[config.mk]
export PLATFORM = sky130hd
export DESIGN_NAME = inv_mixcolumns_pipe
export DESIGN_NICKNAME = d
export VERILOG_FILES = /design/src/rtl/inv_mixcolumns_pipe.sv
export SDC_FILE = /design/constraint.sdc
export NUM_CORES = 1
export LEC_CHECK = 0
export BUFFER_PORTS_ARGS = -buffer_cell sky130_fd_sc_hd__buf_4
export CORE_MARGIN = 4
export CORE_UTILIZATION = 50
export DETAILED_ROUTE_END_ITERATION = 10
export PLACE_DENSITY_LB_ADDON = 0.2
export SYNTH_ARGS = -nofsm -noshare
export SYNTH_HDL_FRONTEND = slang
export SYNTH_SLANG_ARGS = --single-unit
[constraint.sdc]
create_clock -name clk -period 2.85 [get_ports clk]
set_clock_uncertainty 0.15 [all_clocks]
set_input_delay 0.4275 -clock clk [delete_from_list [all_inputs] [get_ports clk]]
set_output_delay 0.4275 -clock clk [all_outputs]
set_load 0.05 [all_outputs]
[src/rtl/inv_mixcolumns_pipe.sv]
// inv_mixcolumns_pipe: two-stage AES InvMixColumns with valid/ready flow control.
// Stage 1 pre-conditions each column so that stage 2 can reuse the forward
// MixColumns matrix. The result is InvMixColumns(a).
// Optional feature macro: INV_MIXCOL_LAST_ROUND_EN adds a last_round input.
// When last_round is set, the state passes through unchanged with the same
// latency and handshake. This serves the decrypt round that has no InvMixColumns.
module inv_mixcolumns_pipe (
  input  logic         clk,
  input  logic         rst_n,
  input  logic         in_valid,
  output logic         in_ready,
  input  logic [127:0] a,
`ifdef INV_MIXCOL_LAST_ROUND_EN
  input  logic         last_round,
`endif
  output logic         out_valid,
  input  logic         out_ready,
  output logic [127:0] b
);

  // GF(2^8) multiply by x, reduction polynomial 0x11B
  function automatic logic [7:0] xt(input logic [7:0] x);
    return {x[6:0], 1'b0} ^ (x[7] ? 8'h1b : 8'h00);
  endfunction

  // Column pre-conditioning: {x0^u, x1^v, x2^u, x3^v}, where u = 4*(x0^x2) and v = 4*(x1^x3)
  function automatic logic [31:0] precond_col(input logic [31:0] c);
    logic [7:0] u;
    logic [7:0] v;
    u = xt(xt(c[7:0] ^ c[23:16]));
    v = xt(xt(c[15:8] ^ c[31:24]));
    return {c[31:24] ^ v, c[23:16] ^ u, c[15:8] ^ v, c[7:0] ^ u};
  endfunction

  // Forward MixColumns on one column, circulant {02,03,01,01}
  function automatic logic [31:0] mix_col(input logic [31:0] c);
    logic [7:0] x0;
    logic [7:0] x1;
    logic [7:0] x2;
    logic [7:0] x3;
    x0 = c[7:0];
    x1 = c[15:8];
    x2 = c[23:16];
    x3 = c[31:24];
    return {xt(x0) ^ x0 ^ x1 ^ x2 ^ xt(x3),
            x0 ^ x1 ^ xt(x2) ^ xt(x3) ^ x3,
            x0 ^ xt(x1) ^ xt(x2) ^ x2 ^ x3,
            xt(x0) ^ xt(x1) ^ x1 ^ x2 ^ x3};
  endfunction

  logic         s1_valid_r;
  logic         s2_valid_r;
  logic [127:0] s1_data_r;
  logic [127:0] b_r;
  logic [127:0] precond_s;
  logic [127:0] mix_s;
  logic         adv1_s;
  logic         adv2_s;
  logic         in_fire_s;
`ifdef INV_MIXCOL_LAST_ROUND_EN
  logic         s1_last_r;
`endif

  // A stage advances when it is empty or when its successor advances; there is no skid buffer
  always_comb begin
    adv2_s    = !s2_valid_r || out_ready;
    adv1_s    = !s1_valid_r || adv2_s;
    in_fire_s = in_valid && adv1_s;
  end

  assign in_ready  = adv1_s;
  assign out_valid = s2_valid_r;
  assign b         = b_r;

  // Per-column datapath for both stages
  always_comb begin
    precond_s = 128'h0;
    mix_s     = 128'h0;
    for (int c = 0; c < 4; c++) begin
      precond_s[32*c +: 32] = precond_col(a[32*c +: 32]);
      mix_s[32*c +: 32]     = mix_col(s1_data_r[32*c +: 32]);
    end
  end

  // Stage 1: capture the pre-conditioned state on an input transfer
  always_ff @(posedge clk or negedge rst_n) begin
    if (!rst_n) begin
      s1_valid_r <= 1'b0;
      s1_data_r  <= 128'h0;
`ifdef INV_MIXCOL_LAST_ROUND_EN
      s1_last_r  <= 1'b0;
`endif
    end else if (adv1_s) begin
      s1_valid_r <= in_valid;
`ifdef INV_MIXCOL_LAST_ROUND_EN
      s1_last_r  <= in_fire_s && last_round;
      if (in_fire_s) begin
        s1_data_r <= last_round ? a : precond_s;
      end
`else
      if (in_fire_s) begin
        s1_data_r <= precond_s;
      end
`endif
    end
  end

  // Stage 2: apply MixColumns; b keeps the last result while no new state arrives
  always_ff @(posedge clk or negedge rst_n) begin
    if (!rst_n) begin
      s2_valid_r <= 1'b0;
      b_r        <= 128'h0;
    end else if (adv2_s) begin
      s2_valid_r <= s1_valid_r;
      if (s1_valid_r) begin
`ifdef INV_MIXCOL_LAST_ROUND_EN
        b_r <= s1_last_r ? s1_data_r : mix_s;
`else
        b_r <= mix_s;
`endif
      end
    end
  end

endmodule

==> out/metrics.cfg, run 1 <==
[floorplanning]
row_count=63
fp.dieW_um=183
core-area_mm2=0.0300
ioPinCount=262
die-area_mm2=0.0335
fp.dieH_um=183
floorplan.initialDensity=0.511

[worst_setup_path]
cp_max_fo=3
criticalPathCategory=flop to primary output
startpoint_type=flop
cp-end-kind=primary output
cp.required_ns=2.27
critPathArrivalTime_ns=1.46

[synthesis]
synthSimpleGateAreaFrac=0.0422
synth_cell_types=16
yosys_warnings=0
syn_area_mm2=0.0153
syn_inst=1413
yosys_register_bits=258
ys_seq_area_frac=0.422
synth_top_family_by_area=XOR/XNOR gates
synth.avg_cell_area_um2=10.8
synth_xor_area_frac=0.393
synth-compound-area-share=0.0533
synth.area.mux_share=0.0684
synthAdderAreaFrac=0
syn_nets=1545

[route]
firstDrtPassIters=4
via_count=9933
drc_errors=0
vias_per_cell=4.82
postRouteWirelength_um=33400
drt-wirelength-per-cell_um=16.2
drt_iter0_drc=344
antenna_left=0

[clock_network]
clock_latency_ns=0.53
clock-sinks=258
cts_tree=done
clock_path_buffers=3
root_buffer=clkbuf_16
clkTransAtPathRegs_ns=0.06
post_cts_buffers=0
htreeDepth=1
cts_buffers=27

[timing]
slew_violations=0
post-route-min-period_ns=2.04
slew_headroom=0.620
fin_setup_tns_ns=0
hold_viol=0
fin_crit_sh=0.715
worst_pin_slew_ns=0.566
finalHoldWorstSlack_ns=0.0441
rsz0062_at_grt=no
fmax_mhz=491
setup_viol=0

[final_layout]
num-fill-cells=2551
syn2layout_area_growth_pct=21.1
fin_util=0.619
drive_above_1_share=0.259
final_nets=1783
finalInstanceArea_mm2=0.0185

[place]
place_area_mm2=0.0177
place_hpwl_um=26500
port_buffers=261
gp_congestion=0.848

[global_routing]
grt_antenna_before_repair=1
grt_max_degree=68
grt_pass1_vias=10356
grt_overflow=0
grt.total_usage=0.199
grt_first_pass_wirelength_um=54600

[pwr]
p_leak_nw=7.68
power.density_mw_per_mm2=1250
ir_drop_uv=662

[status]
outcome=finished clean

[min_path]
min_path_type=input port to flop

[flow_run]
max_cap_violations=0

==> synth_stat cells, drive strengths merged <==
cell type	n	area, µm²
nand3b	1	7.51
o21ai	163	816
clkbuf	27	101
xor2	117	1080
dfrtp	258	6460
xnor3	8	180
buf	45	228
nand2	165	619
xnor2	533	4750
nand2b	3	18.8
mux2	93	1050
==> repair_timing <==
action | 4_1_cts | 5_1_grt
endpoints found under the hold margin | 63 | 0
gates resized for setup | 0 | 0
hold buffers | 2 | 0
==> registers in the layout (all words and copies together), names as in the netlist <==
name	flops
b	128
out_valid	1
s1_valid_r	1
s1_data_r	128
==> layout by cell type (no fill, tap or decap), drive strengths merged <==
| cell | netlist | routed |
|---|---|---|
| dfrtp | 258 | 258 |
| mux2 | 93 | 93 |
| nand3b | 1 | 1 |
| diode | 0 | 1 |
| nand2b | 3 | 3 |
| xnor3 | 8 | 8 |
| xnor2 | 533 | 533 |
| o21ai | 163 | 163 |
| dlygate4sd3 | 0 | 2 |
| buf | 45 | 279 |
| clkinvlp | 0 | 1 |
| clkbuf | 27 | 34 |
| nand2 | 165 | 165 |
| bufinv | 0 | 2 |
| xor2 | 117 | 117 |
| clkinv | 0 | 10 |
==> path summary, 6_finish.rpt <==
check / depth (start not counted) / endpoint / slack [ns] / start
worst min register to register: 2 / b[57] / 0.33 / b[57]
worst max-delay path: 2 / in_ready / 0.81 / s1_valid_r
min in group asynchronous: 2 / b[113] / 0.29 / rst_n
max in group asynchronous: 3 / s1_data_r[75] / 1.48 / rst_n
worst max register to register: 4 / b[31] / 0.89 / s1_data_r[15]
worst min-delay path: 3 / s1_data_r[12] / 0.04 / a[12]
==> critical path: stages, from the launching register on <==
cell and delay [ns]:
dfrtp_1 0.43, nand3b_1 0.24, buf_4 0.26
==> metal layers <==
| metal | track usage | routed length [µm] | up-vias |
|---|---|---|---|
| met1 | 0.275 | 15000 | 4721 |
| met5 | 0 | 0 | - |
| met4 | 0.0441 | 654 | 0 |
| met3 | 0.0345 | 1750 | 38 |
| met2 | 0.334 | 16000 | 199 |
| li1 | - | - | 4975 |
==> logic make-up after synthesis <==
group           count (synthesis)
compound gates                163
flops                         258
mux                            93
buf+inv                        72
simple gates                  169
xor+xnor                      658
==> power by group <==
group | leakage [nW] | switching, mW | total [mW] | internal (mW)
Clock | 0.415 | 1.42 | 3.36 | 1.94
Combinational | 4.16 | 7.45 | 13.3 | 5.85
Sequential | 3.11 | 1.45 | 6.54 | 5.10
==> cell type report <==
type | instances | area [µm²] | share of cell area
clock buffer | 34 | 712 | 0.0384
clock inverter | 13 | 121 | 0.00655
timing repair buffer | 281 | 2220 | 0.120
sequential | 258 | 6460 | 0.348
tap | 390 | 488 | 0.0263
multi-input combinational | 1083 | 8540 | 0.460
antenna | 1 | 2.50 | 0.000135
==> metrics by stage <==
step	setup WS, ns	total power, mW	cells
floorplan	0.274	16.6	1413
global placement	0.835	19.8	2010
detailed placement	0.794	20.1	2010
CTS	0.787	23.5	2059
global route	0.752	24.8	2060
finish	0.812	23.2	2060
No activity file was read; power rests on OpenSTA's default activity.
==> run 2, diff against run 1 <==
==> constraint.sdc (replaced) <==
create_clock -name clk -period 2 [get_ports clk]
set_clock_uncertainty 0.15 [all_clocks]
set_input_delay 0.3 -clock clk [delete_from_list [all_inputs] [get_ports clk]]
set_output_delay 0.3 -clock clk [all_outputs]
set_load 0.05 [all_outputs]
==> out/metrics.cfg, run 2 (synthesized netlist as in run 1, its figures left out) <==
[floorplanning]
fp.dieH_um=183
row_count=63
core-area_mm2=0.0300
ioPinCount=262
floorplan.initialDensity=0.511
die-area_mm2=0.0335
fp.dieW_um=183

[pwr]
p_sw_mw=14.9
power_frac_clock=0.152
ir_drop_uv=1520
p_leak_nw=8.43
combPwrFrac=0.572
p_seq_frac=0.276
switching_share=0.440
power.density_mw_per_mm2=1680
total_power_mw=34.0
p_int_mw=19.0

[place]
port_buffers=261
place_area_mm2=0.0180
gp_congestion=0.882
place_hpwl_um=27200

[global_routing]
grt_pass1_vias=11483
grt_antenna_before_repair=1
grt.total_usage=0.223
grt_first_pass_wirelength_um=60600
grt_overflow=0
grt_max_degree=55

[status]
outcome=finished clean

[worst_setup_path]
cp_max_fo=3
cp.required_ns=1.55
criticalPathCategory=flop to primary output
startpoint_type=flop
critPathArrivalTime_ns=1.47
cp-end-kind=primary output

[timing]
hold_viol=0
setup_viol=0
worst_pin_slew_ns=0.512
rsz0062_at_grt=no
slew_violations=0
fin_crit_sh=0.960
post-route-min-period_ns=1.92
slew_headroom=0.659
fmax_mhz=521

[clock_network]
cts_buffers=29
cts_tree=done
clkTransAtPathRegs_ns=0.06
clock-sinks=258
htreeDepth=1
post_cts_buffers=0
root_buffer=clkbuf_16
clock_path_buffers=3
clock_latency_ns=0.54

[final_layout]
final_common_cell=xnor2_1
num-fill-cells=2280
syn2layout_area_growth_pct=31.9
ff_latch_area_mm2=0.00646
drive_above_1_share=0.255
finalInstanceArea_mm2=0.0202
layout_common_cells=xnor2_1, buf_4, dfrtp_1
diodes=0
multi_input_area_mm2=0.00856
final_nets=1939

[route]
drt_iter0_drc=359
postRouteWirelength_um=37000
via_count=10774
firstDrtPassIters=5
vias_per_cell=4.86
drt-wirelength-per-cell_um=16.7
drc_errors=0
antenna_left=0

[min_path]
min_path_type=input port to flop

[flow_run]
max_cap_violations=0

-- run 2: area by class of cell --
type | count | share of cell area
clock inverters | 11 | 0.00533
well taps | 390 | 0.0242
multi-input cells | 1083 | 0.424
clock buffers | 42 | 0.0404
flip-flops and latches | 258 | 0.320
repair buffers | 435 | 0.186
-- run 2: path summary, 6_finish.rpt --
kind                       slack (ns)        endpoint  cells after the start     startpoint
min reg2reg                      0.33           b[21]                      2          b[21]
max reg2reg                      0.15           b[55]                      4  s1_data_r[47]
min                              0.03  s1_data_r[112]                      3         a[112]
max                              0.08        in_ready                      2      out_valid
min in group asynchronous        0.10           b[72]                      2          rst_n
max in group asynchronous        0.78          b[125]                      3          rst_n
-- run 2: per-layer routing --
metal	GRT usage	part of all wire	vias to the layer above	routed length, µm
li1	-	-	5302	-
met1	0.301	0.44	5179	16300
met2	0.382	0.49	244	18200
met3	0.0371	0.052	47	1910
met4	0.0480	0.018	2	659
met5	0	0.00035	-	13
-- run 2: worst max-delay path, cell delays in order (launching register included) --
cell and delay, ns:
dfrtp_2 0.43, nand3b_1 0.26, buf_6 0.24
-- run 2: repair_timing --
| action | in CTS | in global routing |
|---|---|---|
| endpoints found under the hold margin | 302 | 0 |
| hold buffers | 126 | 0 |
| endpoints found under the setup margin | 0 | 1 |
| resized for setup | 0 | 1 |
-- run 2: metrics by stage --
stage / util / hold WS (ns) / TNS (ns) / worst slack, ns / std cells
floorplan: - / -0.146 / -13.86 / -0.193 / 1413
CTS: 0.674 / 0.0000966 / 0 / 0.00206 / 2219
global route: 0.674 / 0.0123 / 0 / 0.0132 / 2219
finish: 0.674 / 0.0270 / 0 / 0.0798 / 2219
detailed placement: 0.601 / 0.0905 / 0 / 0.163 / 2040
global placement: 0.601 / 0.0921 / 0 / 0.162 / 2040
-- run 2: power by group through the flow --
| stage | sequential (mW) | combinational (mW) | clock (mW) |
|---|---|---|---|
| 5_1_grt | 9.64 | 21.0 | 5.53 |
| 6_report | 9.36 | 19.4 | 5.17 |
| 3_3_place_gp | 9.35 | 19.1 | 0 |
| 4_1_cts | 9.34 | 19.6 | 5.28 |
| 3_5_place_dp | 9.41 | 19.3 | 0 |
| 2_1_floorplan | 13.2 | 10.5 | 0 |
